==> config.mk <==
export PLATFORM = sky130hd
export DESIGN_NAME = if_pc_gen
export DESIGN_NICKNAME = d
export VERILOG_FILES = /design/src/rtl/if_pc_gen.sv
export SDC_FILE = /design/constraint.sdc
export NUM_CORES = 1
export LEC_CHECK = 0
export CORE_MARGIN = 2
export CORE_UTILIZATION = 48
export CTS_CLUSTER_DIAMETER = 50
export CTS_CLUSTER_SIZE = 12
export DETAILED_ROUTE_END_ITERATION = 7
export GPL_TIMING_DRIVEN = 0
export PLACE_DENSITY = 0.86
export SLEW_MARGIN = 20
export SYNTH_ARGS = -nofsm -noshare
export SYNTH_HDL_FRONTEND = slang
export SYNTH_SLANG_ARGS = --single-unit
==> constraint.sdc <==
create_clock -name clk -period 7.2 [get_ports clk]
set_input_delay 1.8 -clock clk [delete_from_list [all_inputs] [get_ports clk]]
set_output_delay 1.8 -clock clk [all_outputs]
set_load 0.1 [all_outputs]
==> src/rtl/if_pc_gen.sv <==
// Program-counter generator for the IF stage. Holds the fetch PC and steps it by 4 (or 2 for
// compressed code). Applies trap and branch redirects, and turns misaligned branch targets into a trap.
module if_pc_gen #(
  parameter int unsigned     XLEN         = 32,
  parameter logic [XLEN-1:0] RESET_VECTOR = 32'h0000_0000,
  parameter logic [XLEN-1:0] TRAP_VECTOR  = 32'h0000_0100,
  parameter bit              C_EXT        = 1'b1
) (
  input  logic            clk,
  input  logic            rst,
  input  logic            stall_i,
  input  logic            br_taken_i,
  input  logic [XLEN-1:0] br_target_i,
  input  logic            trap_i,
  input  logic            imem_ready_i,
  input  logic            insn_is_compressed_i,
  output logic [XLEN-1:0] pc_o,
  output logic [XLEN-1:0] pc_next_seq_o,
  output logic            pc_valid_o,
  output logic            flush_o,
  output logic            misalign_o,
  output logic [XLEN-1:0] badaddr_o
);

  typedef enum logic [1:0] {ST_BOOT, ST_RUN, ST_FAULT} state_t;

  state_t          r_state;
  logic [XLEN-1:0] r_pc;
  logic [XLEN-1:0] r_badaddr;
  logic            r_pc_valid;
  logic            r_flush;
  logic            r_misalign;

  logic [XLEN-1:0] w_step;
  logic            w_misaligned;
  logic            w_accept;

  assign w_step        = (C_EXT && insn_is_compressed_i) ? XLEN'(2) : XLEN'(4);
  // Without compressed support, targets must be 4-byte aligned.
  assign w_misaligned  = C_EXT ? br_target_i[0] : (br_target_i[1:0] != 2'b00);
  assign w_accept      = r_pc_valid & imem_ready_i;
  assign pc_next_seq_o = r_pc + w_step;

  // NOTE: non-blocking assignments keep every register updating from pre-edge values.
  always_ff @(posedge clk) begin
    if (rst) begin
      r_state    <= ST_BOOT;
      r_pc       <= RESET_VECTOR;
      r_badaddr  <= '0;
      r_pc_valid <= 1'b0;
      r_flush    <= 1'b0;
      r_misalign <= 1'b0;
    end else begin
      r_flush <= 1'b0;
      case (r_state)
        ST_BOOT: begin
          r_state    <= ST_RUN;
          r_pc_valid <= 1'b1;
        end
        ST_RUN: begin
          if (trap_i) begin
            r_pc    <= TRAP_VECTOR;
            r_flush <= 1'b1;
          end else if (br_taken_i && !w_misaligned) begin
            r_pc    <= br_target_i;
            r_flush <= 1'b1;
          end else if (br_taken_i) begin
            r_state    <= ST_FAULT;
            r_badaddr  <= br_target_i;
            r_pc_valid <= 1'b0;
            r_misalign <= 1'b1;
          end else if (!stall_i && w_accept) begin
            r_pc <= pc_next_seq_o;
          end
        end
        ST_FAULT: begin
          // A fault always resolves to the trap vector on the following cycle.
          r_state    <= ST_RUN;
          r_pc       <= TRAP_VECTOR;
          r_pc_valid <= 1'b1;
          r_flush    <= 1'b1;
          r_misalign <= 1'b0;
        end
        default: r_state <= ST_BOOT;
      endcase
    end
  end

  assign pc_o       = r_pc;
  assign pc_valid_o = r_pc_valid;
  assign flush_o    = r_flush;
  assign misalign_o = r_misalign;
  assign badaddr_o  = r_badaddr;

endmodule

==> results.py, run 1 <==
metrics = {
    "outcome": {
        "status": "finished, final reports clean",
    },
    "layout": {
        "seq_area_um2": 1380,
        "stdcell_count": 721,
        "fillers": 643,
        "layout-drive-gt1-share_pct": 6.79,
        "final_area_um2": 5430,
        "syn_to_final_growth_pct": 45.8,
        "antenna_cells": 0,
        "multiInputGateArea_um2": 2140,
        "nNetsFinal": 659,
    },
    "placement": {
        "hpwlAfterDp_um": 9340,
        "place_area_um2": 5220,
        "gp_congestion": 0.943,
        "port_buffers": 137,
        "dpl.cell_count": 705,
    },
    "pwr": {
        "ir_drop_uv": 109,
        "p_clk_share_pct": 34.9,
        "seq_power_share_pct": 38.8,
        "netSwitchingFraction_pct": 35.4,
        "total_power_mw": 1.04,
        "pwr-share-comb_pct": 26.3,
        "power.density_nw_per_um2": 192,
        "p_sw_mw": 0.369,
        "p_int_mw": 0.674,
        "p_leak_nw": 2.01,
    },
    "timing": {
        "clock.fmax_ghz": 0.140,
        "tns_ns": 0,
        "fin_crit_sh_pct": 98.9,
        "clock_skew_ns": 0.00879,
        "hold_viol_final": 0,
        "relSlewSlack_pct": 32.1,
        "holdWs_ns": 0.457,
        "slew_viol_final": 0,
        "worst_slew_pin_slew_ns": 1.01,
        "setup_viol": 0,
        "period_needed_ns": 7.12,
        "rsz0062_at_grt": "no",
    },
    "floorplanning": {
        "die_width_um": 92.1,
        "dieArea_um2": 8480,
        "die_h_um": 92.1,
        "start_util_pct": 48.9,
        "rows": 32,
        "core_um2": 7610,
        "io_pins": 138,
    },
    "cts": {
        "clkSinkCount": 69,
        "clk_path_buf_depth": 2,
        "post_cts_buffers": 0,
        "h-tree-depth": 3,
        "ctsRootBufferMaster": "clkbuf_8",
        "clock_latency_ns": 0.35,
        "tritoncts": "yes",
        "holdBufCountCts": 0,
        "clkTransAtPathRegs_ns": 0.08,
        "numCtsBuffers": 9,
    },
    "routing": {
        "drtAntennaViolNets": 0,
        "via_per_inst": 5.87,
        "vias": 4229,
        "dr.pass1.iters": 5,
        "wl_per_cell_um": 17.7,
        "drt-initial-drc-count": 427,
        "routed_wl_um": 12800,
        "drc": 0,
    },
    "synthesis": {
        "syn_area_per_cell_um2": 7.99,
        "yosysSeqAreaShare_pct": 37.1,
        "syn_nets": 511,
        "ys_ff_latch": 69,
        "synth-edff-count": 0,
        "synth.distinct_cells": 67,
        "synthArstFlopShare_pct": 0,
        "postSynthCellCount": 466,
        "synthFlopType": "dfxtp_1",
        "yosys_warnings": 0,
        "syn_area_um2": 3720,
    },
    "setup_path": {
        "crit_required_ns": 5.40,
        "path_max_fanout": 6,
        "reg2regPathDepth": 9,
        "worstSetupStartpointType": "input pin",
        "crit_end": "pc_next_seq_o[25]",
        "cp.arrival_ns": 5.32,
        "crit_type": "in2out",
        "crit_start": "insn_is_compressed_i",
        "reg2reg_slack_ns": 4.49,
        "endpoint_kind": "output port",
        "rr_startpoint": "pc_o[1]",
        "r2r_end": "pc_o[17]",
    },
    "hold_path": {
        "hp-class": "reg2reg",
        "holdCritStartpoint": "badaddr_o[30]",
        "worstHoldPathCells": 2,
    },
    "global_routing": {
        "grt_start_max_net_pins": 13,
        "grt_first_pass_wirelength_um": 20200,
        "antenna_found_initial": 1,
        "grt_pass1_vias": 4034,
        "grt-ovfl-total": 0,
        "grt_use_total_pct": 29.8,
    },
    "job": {
        "maxCapViolations": 0,
    },
}
cell type report:
type	count	share of cell area, %
multi-input combinational	351	39.5
sequential	69	25.4
timing repair buffer	137	24.9
buffer	31	2.65
clock buffer	11	2.60
tap	102	2.35
clock inverter	5	1.54
inverter	15	1.04
cells in the mapped netlist, types with 2 or more instances:
cell type	number	area, um2
a22o_1	5	43.8
xnor2_1	17	149
nand4_1	5	31.3
and3_1	8	50.1
a2111oi_0	2	17.5
dfxtp_1	69	1380
nand2_1	92	345
a221o_1	4	40.0
buf_1	5	18.8
nand2b_1	5	31.3
o21ai_0	15	75.1
nor2_1	27	101
a31oi_1	3	18.8
nand3_1	16	80.1
o22ai_1	5	31.3
a32o_1	3	30.0
a32oi_1	2	17.5
a21oi_1	52	260
o31a_1	6	52.6
clkbuf_1	15	56.3
o32ai_1	2	17.5
and4_2	3	30.0
xor2_1	11	96.3
buf_2	7	35.0
and2_1	6	37.5
a22oi_1	5	37.5
nand3b_1	2	15.0
inv_1	14	52.6
ha_1	5	62.6
nor2b_1	2	12.5
o211ai_1	2	15.0
and4_1	4	35.0
a21o_1	4	30.0
buf_4	3	22.5
nor3_1	7	35.0
nor4_1	2	12.5
registers in the layout, summed over array words and instances, names as in the netlist:
name / flops
badaddr_o: 32
flush_o: 1
misalign_o: 1
pc_o: 32
pc_valid_o: 1
r_state: 2
worst min-delay path by stage:
stage,endpoint,slack [ns]
2_1_floorplan,r_state[1],0.48
3_3_place_gp,badaddr_o[13],0.44
3_5_place_dp,badaddr_o[30],0.45
4_1_cts,badaddr_o[30],0.46
5_1_grt,badaddr_o[21],0.48
6_report,badaddr_o[30],0.46
layout by cell type, fill, tap and decap left out, drive strengths merged, types with 5 or more instances in the layout:
master,count
o21ai,15
xor2,11
dfxtp,69
nand3,16
o31a,6
and4,7
a21oi,52
dlygate4sd2,8
nand4,7
nand2b,5
nand2,92
and2,6
clkdlybuf4s50,126
and3,8
nor3,7
xnor2,18
buf,16
ha,5
a22oi,5
inv,14
o22ai,5
clkbuf,28
nor2,28
a22o,5
power by group through the flow:
stage,clock network [mW],registers (mW),logic [mW]
global placement,0,0.412,0.267
global route,0.378,0.406,0.286
detailed placement,0,0.413,0.270
finish,0.364,0.404,0.275
CTS,0.360,0.404,0.271
floorplan,0,0.485,0.115
kinds of logic after synthesis:
| kind of cell | Yosys count | share of synthesized area (%) |
|---|---|---|
| AND/OR/NAND/NOR | 193 | 26.4 |
| multiplexers | 1 | 0.269 |
| adder cells (fa/ha/maj) | 6 | 2.22 |
| buffers and inverters | 46 | 5.38 |
| AO/OA/AOI/OAI | 122 | 21.6 |
| XOR/XNOR | 29 | 7.02 |
| flip-flops | 69 | 37.1 |
worst max-delay path, stage by stage:
cell	delay (ns)
clkdlybuf4s50_1	0.57
ha_1	0.20
inv_1	0.05
fa_1	0.40
nand3b_2	0.30
nor4_4	0.57
and4_2	0.37
xor2_1	0.18
dlygate4sd2_1	0.88
layer usage:
layer	track usage [%]	wire, um	vias up
met3	6.98	1120	37
met1	37.4	5250	2006
met2	50.4	6120	238
met4	10.1	259	0
li1	-	-	1948
met5	0	0	-
per-stage QoR:
step | setup WS, ns | util, %
2_1_floorplan | 0.395 | -
3_3_place_gp | -0.172 | 68.7
3_5_place_dp | -0.167 | 68.7
4_1_cts | 0.0840 | 71.4
5_1_grt | 0.0120 | 71.3
6_report | 0.0777 | 71.3
what timing repair did:
action,4_1_cts,5_1_grt
gates resized for setup,11,5
endpoints found under the setup margin,11,3
gates cloned,0,0
No activity file was read; power rests on OpenSTA's default activity.
==> run 2, diff against run 1 <==
CAP_MARGIN = 20   (was default)
CORE_MARGIN = 5   (was 2)
==> run 2 against run 1 <==
Non-clock buffer count unchanged. Combinational power about the same. First-iteration DRC count fell by 5.9%. Wire length rose by 4.5%. Worst setup slack improved by 0.12 ns. Clock power down 8.5%. Critical path type unchanged.
==> results.py, run 2 (synthesized netlist as in run 1, its figures left out) <==
metrics = {
    "timing": {
        "hold_viol_final": 0,
        "tns_ns": 0,
        "relSlewSlack_pct": 32.4,
        "setup_viol": 0,
        "holdWs_ns": 0.456,
        "clock_skew_ns": 0.0105,
        "worst_slew_pin_slew_ns": 1.01,
        "slew_viol_final": 0,
        "clock.fmax_ghz": 0.143,
        "rsz0062_at_grt": "no",
        "period_needed_ns": 7.01,
        "fin_crit_sh_pct": 97.3,
    },
    "setup_path": {
        "crit_required_ns": 5.40,
        "worst_path_max_delay_cell": "clkdlybuf4s15_1",
        "endpoint_kind": "output port",
        "worstPathCellList": "clkdlybuf4s50_1, ha_1, inv_1, fa_1, nand3b_2, nor4_4, nand3_1, xnor2_1, clkdlybuf4s15_1",
        "crit_type": "in2out",
        "worstSetupStartpointType": "input pin",
        "path_max_fanout": 6,
        "critPathMaxStageDelay_ns": 0.86,
        "cp.arrival_ns": 5.21,
    },
    "routing": {
        "dr.pass1.iters": 5,
        "vias": 4194,
        "drtAntennaViolNets": 0,
        "drc": 0,
        "via_per_inst": 5.82,
        "routed_wl_um": 13300,
        "drt-initial-drc-count": 402,
        "wl_per_cell_um": 18.5,
    },
    "placement": {
        "hpwlAfterDp_um": 9950,
        "gp_congestion": 0.872,
        "port_buffers": 137,
    },
    "global_routing": {
        "grt_start_max_net_pins": 13,
        "grt_pass1_vias": 4058,
        "grt_first_pass_wirelength_um": 20900,
        "grt_use_total_pct": 26.8,
        "antenna_found_initial": 0,
        "grt-ovfl-total": 0,
    },
    "layout": {
        "antenna_cells": 0,
        "seq_area_um2": 1380,
        "layout_commonest_cell": "clkdlybuf4s50_1",
        "multiInputGateArea_um2": 2140,
        "layout-drive-gt1-share_pct": 7.43,
        "final_cell_mix": "clkdlybuf4s50_1, nand2_1, dfxtp_1",
        "nNetsFinal": 659,
        "fillers": 614,
        "postLayoutCoreUtil_pct": 70.5,
        "syn_to_final_growth_pct": 44.8,
    },
    "cts": {
        "clkTransAtPathRegs_ns": 0.07,
        "clock_latency_ns": 0.36,
        "numCtsBuffers": 9,
        "tritoncts": "yes",
        "holdBufCountCts": 0,
        "ctsRootBufferMaster": "clkbuf_8",
        "clkSinkCount": 69,
        "h-tree-depth": 3,
        "post_cts_buffers": 0,
        "clk_path_buf_depth": 2,
    },
    "hold_path": {
        "hp-class": "reg2reg",
    },
    "outcome": {
        "status": "finished, final reports clean",
    },
    "floorplanning": {
        "start_util_pct": 48.7,
        "io_pins": 138,
        "die_width_um": 98.1,
        "rows": 32,
        "dieArea_um2": 9620,
        "die_h_um": 98.1,
        "core_um2": 7650,
    },
    "job": {
        "maxCapViolations": 0,
    },
    "pwr": {
        "p_leak_nw": 2.00,
        "ir_drop_uv": 117,
        "power.density_nw_per_um2": 188,
    },
}
run 2: cell count changes in the layout (fill, tap and decap cells not counted):
cell,previous run,this run
dlygate4sd2_1,8,3
clkbuf_2,2,6
bufinv_16,2,1
clkinv_2,0,1
clkinv_4,1,2
clkinvlp_4,2,1
dlymetal6s2s_1,0,1
run 2: per-layer routing:
layer / share of wire [%] / track usage [%] / vias up
met4: 2.5 / 10.2 / 0
li1: - / - / 1957
met2: 48 / 44.2 / 224
met1: 40 / 33.9 / 1979
met3: 9.6 / 6.57 / 34
met5: 0 / 0 / -
run 2: metrics by stage:
stage / power [mW] / cell area, um2 / instances / worst slack [ns]
global route: 1.04 / 5390 / 721 / 0.00715
CTS: 1.00 / 5410 / 721 / 0.00321
finish: 1.01 / 5390 / 721 / 0.193
floorplan: 0.600 / 3720 / 466 / 0.395
global placement: 0.681 / 5220 / 705 / -0.182
detailed placement: 0.685 / 5220 / 705 / -0.255
run 2: worst paths after layout:
| check | startpoint | to | slack (ns) | cells past startpoint |
|---|---|---|---|---|
| setup / recovery | insn_is_compressed_i | pc_next_seq_o[23] | 0.19 | 9 |
| hold / removal | badaddr_o[30] | badaddr_o[30] | 0.46 | 2 |
| setup reg to reg | pc_o[1] | pc_o[29] | 4.49 | 9 |
| hold reg to reg | badaddr_o[30] | badaddr_o[30] | 0.46 | 2 |
run 2: worst max-delay path, delay by kind of cell:
family                   cells  cell delay (ns)
buffers and inverters        3             1.48
AND/OR/NAND/NOR              3             1.12
adder cells (fa/ha/maj)      2             0.59
XOR/XNOR                     1             0.21
run 2: repair_timing:
item | in CTS | in global routing
gates resized for setup | 10 | 14
pin swaps | 0 | 0
endpoints found under the setup margin | 10 | 8
hold endpoints to repair | 0 | 0
run 2: final cells by class:
class | count | area share (%)
Clock inverter | 5 | 1.11
Sequential cell | 69 | 25.6
Timing Repair Buffer | 137 | 24.8
Inverter | 15 | 1.04
Tap cell | 102 | 2.37
Multi-Input combinational cell | 351 | 39.7
Clock buffer | 11 | 2.62
Buffer | 31 | 2.67
run 2: power breakdown:
| part | switching (mW) | leakage (nW) | internal, mW |
|---|---|---|---|
| logic | 0.199 | 1.35 | 0.0756 |
| registers | 0.0117 | 0.558 | 0.393 |
| clock network | 0.162 | 0.0995 | 0.170 |
| total | 0.373 | 2.00 | 0.639 |
==> run 3, diff against run 2 <==
--- a/config.mk
+++ b/config.mk
@@ -9,3 +9,3 @@
 export CORE_MARGIN = 5
-export CORE_UTILIZATION = 48
+export CORE_UTILIZATION = 45
 export CTS_CLUSTER_DIAMETER = 50
@@ -14,3 +14,4 @@
 export GPL_TIMING_DRIVEN = 0
-export PLACE_DENSITY = 0.86
+export PLACE_DENSITY = 0.81
+export SETUP_SLACK_MARGIN = 0.15
 export SLEW_MARGIN = 20
==> constraint.sdc (replaced) <==
create_clock -name clk -period 6.5 [get_ports clk]
set_input_delay 1.625 -clock clk [delete_from_list [all_inputs] [get_ports clk]]
set_output_delay 1.625 -clock clk [all_outputs]
set_load 0.005 [all_outputs]
==> run 3 against run 2 <==
Clock power rose by 21%. Wire length fell by 1.2%. Critical path type unchanged. Sequential cell count did not move. Largest power group unchanged. Via count fell by 1.9%. Die area rose by 6.0%. Critical path depth rose by 2.
==> results.py, run 3 (synthesized netlist as in run 1, its figures left out) <==
metrics = {
    "placement": {
        "port_buffers": 137,
        "gp_congestion": 0.882,
        "hpwlAfterDp_um": 9880,
    },
    "timing": {
        "hold_viol_final": 0,
        "clock.fmax_ghz": 0.162,
        "setup_viol": 0,
        "worst_slew_pin_slew_ns": 0.806,
        "tns_ns": 0,
        "rsz0062_at_grt": "no",
        "relSlewSlack_pct": 46.0,
        "clock_skew_ns": 0.0106,
        "slew_viol_final": 0,
        "period_needed_ns": 6.17,
        "fin_crit_sh_pct": 95.0,
    },
    "hold_path": {
        "worstHoldPathCells": 2,
        "hp-class": "reg2reg",
        "holdCritStartpoint": "badaddr_o[30]",
        "min_to": "badaddr_o[30]",
    },
    "layout": {
        "final_cell_mix": "clkdlybuf4s50_1, nand2_1, dfxtp_1",
        "syn_to_final_growth_pct": 47.1,
        "nNetsFinal": 662,
        "antenna_cells": 0,
        "postLayoutCoreUtil_pct": 67.4,
        "layout-drive-gt1-share_pct": 7.07,
        "layout_commonest_cell": "clkdlybuf4s50_1",
    },
    "setup_path": {
        "reg2reg_slack_ns": 3.96,
        "worstSetupStartpointType": "input pin",
        "r2r_end": "pc_o[21]",
        "path_max_fanout": 10,
        "worstPathCellList": "clkdlybuf4s50_1, ha_1, inv_1, fa_1, nand3b_2, nor4_4, buf_4, buf_6, nand4b_1, xnor2_1, clkdlybuf4s50_1",
        "cp.arrival_ns": 4.55,
        "crit_type": "in2out",
        "path_delay_family": "buffers and inverters",
        "crit_top_cell": "clkdlybuf4s50_1",
        "crit_required_ns": 4.88,
        "endpoint_kind": "output port",
        "crit_buf_inv": 5,
        "worst_path_max_delay_cell": "clkdlybuf4s50_1",
        "rr_startpoint": "r_state[1]",
        "critPathMaxStageDelay_ns": 0.55,
        "reg2regPathDepth": 8,
    },
    "cts": {
        "tritoncts": "yes",
        "clock_latency_ns": 0.35,
        "clk_path_buf_depth": 2,
        "holdBufCountCts": 0,
        "clkTransAtPathRegs_ns": 0.08,
        "numCtsBuffers": 9,
        "h-tree-depth": 3,
        "clkSinkCount": 69,
        "ctsRootBufferMaster": "clkbuf_8",
    },
    "floorplanning": {
        "rows": 33,
        "start_util_pct": 45.8,
        "die_width_um": 101,
        "io_pins": 138,
        "core_um2": 8130,
        "die_h_um": 101,
        "dieArea_um2": 10200,
    },
    "routing": {
        "drtAntennaViolNets": 0,
        "via_per_inst": 5.66,
        "routed_wl_um": 13200,
        "vias": 4114,
        "wl_per_cell_um": 18.1,
        "dr.pass1.iters": 5,
        "drt-initial-drc-count": 380,
        "drc": 0,
    },
    "global_routing": {
        "grt_first_pass_wirelength_um": 20400,
        "antenna_found_initial": 0,
        "grt_start_max_net_pins": 13,
        "grt-ovfl-total": 0,
        "grt_pass1_vias": 4039,
        "grt_use_total_pct": 25.3,
    },
    "job": {
        "maxCapViolations": 0,
    },
    "pwr": {
        "pwr-share-comb_pct": 17.3,
        "p_sw_mw": 0.280,
        "p_clk_share_pct": 39.1,
        "power.density_nw_per_um2": 188,
        "ir_drop_uv": 116,
        "total_power_mw": 1.03,
        "p_leak_nw": 1.98,
        "p_int_mw": 0.747,
        "seq_power_share_pct": 43.6,
        "netSwitchingFraction_pct": 27.3,
    },
    "outcome": {
        "status": "finished, final reports clean",
    },
}
## run 3: changes by cell type in the layout (fill, tap and decap cells not counted), sizes merged
| cell | previous run | this run |
|---|---|---|
| clkdlybuf4s15 | 1 | 0 |
| clkdlybuf4s50 | 126 | 137 |
| dlymetal6s2s | 1 | 0 |
| bufinv | 1 | 2 |
| dlygate4sd2 | 3 | 0 |
| clkinv | 4 | 2 |
| clkbuf | 32 | 26 |
| clkinvlp | 1 | 2 |
| buf | 16 | 19 |
## run 3: power by group through the flow
stage               combinational [mW]  sequential (mW)  clock, mW
detailed placement               0.173            0.457          0
global placement                 0.171            0.457          0
floorplan                       0.0808            0.456          0
global route                     0.191            0.450      0.420
CTS                              0.175            0.447      0.405
finish                           0.177            0.448      0.402
## run 3: metal layers
metal | GRT usage [%] | vias up | share of wire (%)
li1 | - | 1956 | -
met3 | 6.57 | 15 | 8.8
met1 | 33.5 | 1947 | 42
met4 | 6.65 | 0 | 1.4
met5 | 0 | - | 0
met2 | 41.2 | 196 | 48
## run 3: worst reg2reg max path, delay by kind of cell, from the launching register on
kind,cells,cell delay [ns]
and+or+nand+nor,2,0.64
buffers and inverters,2,0.53
AOI/OAI and AO/OA,3,0.53
adders and majority gates,1,0.40
DFF,1,0.37
## run 3: metrics by stage
stage	hold WS, ns	cell area [um2]	setup WS (ns)	instances
floorplan	0.453	3720	1.50	466
global placement	0.441	5230	0.0942	708
detailed placement	0.446	5230	0.00354	708
CTS	0.458	5470	0.320	727
global route	0.478	5480	0.161	727
finish	0.455	5480	0.325	727
## run 3: how the worst max path moves through the flow
stage,end,cells after the start,start,slack [ns]
global route,pc_next_seq_o[29],11,insn_is_compressed_i,0.16
detailed placement,pc_next_seq_o[29],10,insn_is_compressed_i,0.004
CTS,pc_next_seq_o[11],9,insn_is_compressed_i,0.32
finish,pc_next_seq_o[29],11,insn_is_compressed_i,0.33
floorplan,pc_next_seq_o[29],8,insn_is_compressed_i,1.50
global placement,pc_next_seq_o[29],10,insn_is_compressed_i,0.09
## run 3: final cells by class
type | count | area [um2]
Sequential cell | 69 | 1380
Inverter | 15 | 56.3
Tap cell | 105 | 131
Multi-Input combinational cell | 351 | 2150
Timing Repair Buffer | 140 | 1390
Fill cell | 698 | 2660
Clock inverter | 5 | 83.8
Clock buffer | 11 | 141
Buffer | 31 | 144
## run 3: repair_timing
action	4_1_cts	5_1_grt
resized for setup	0	1
buffers inserted	3	0
pin swaps	1	0
setup endpoints to repair	4	1
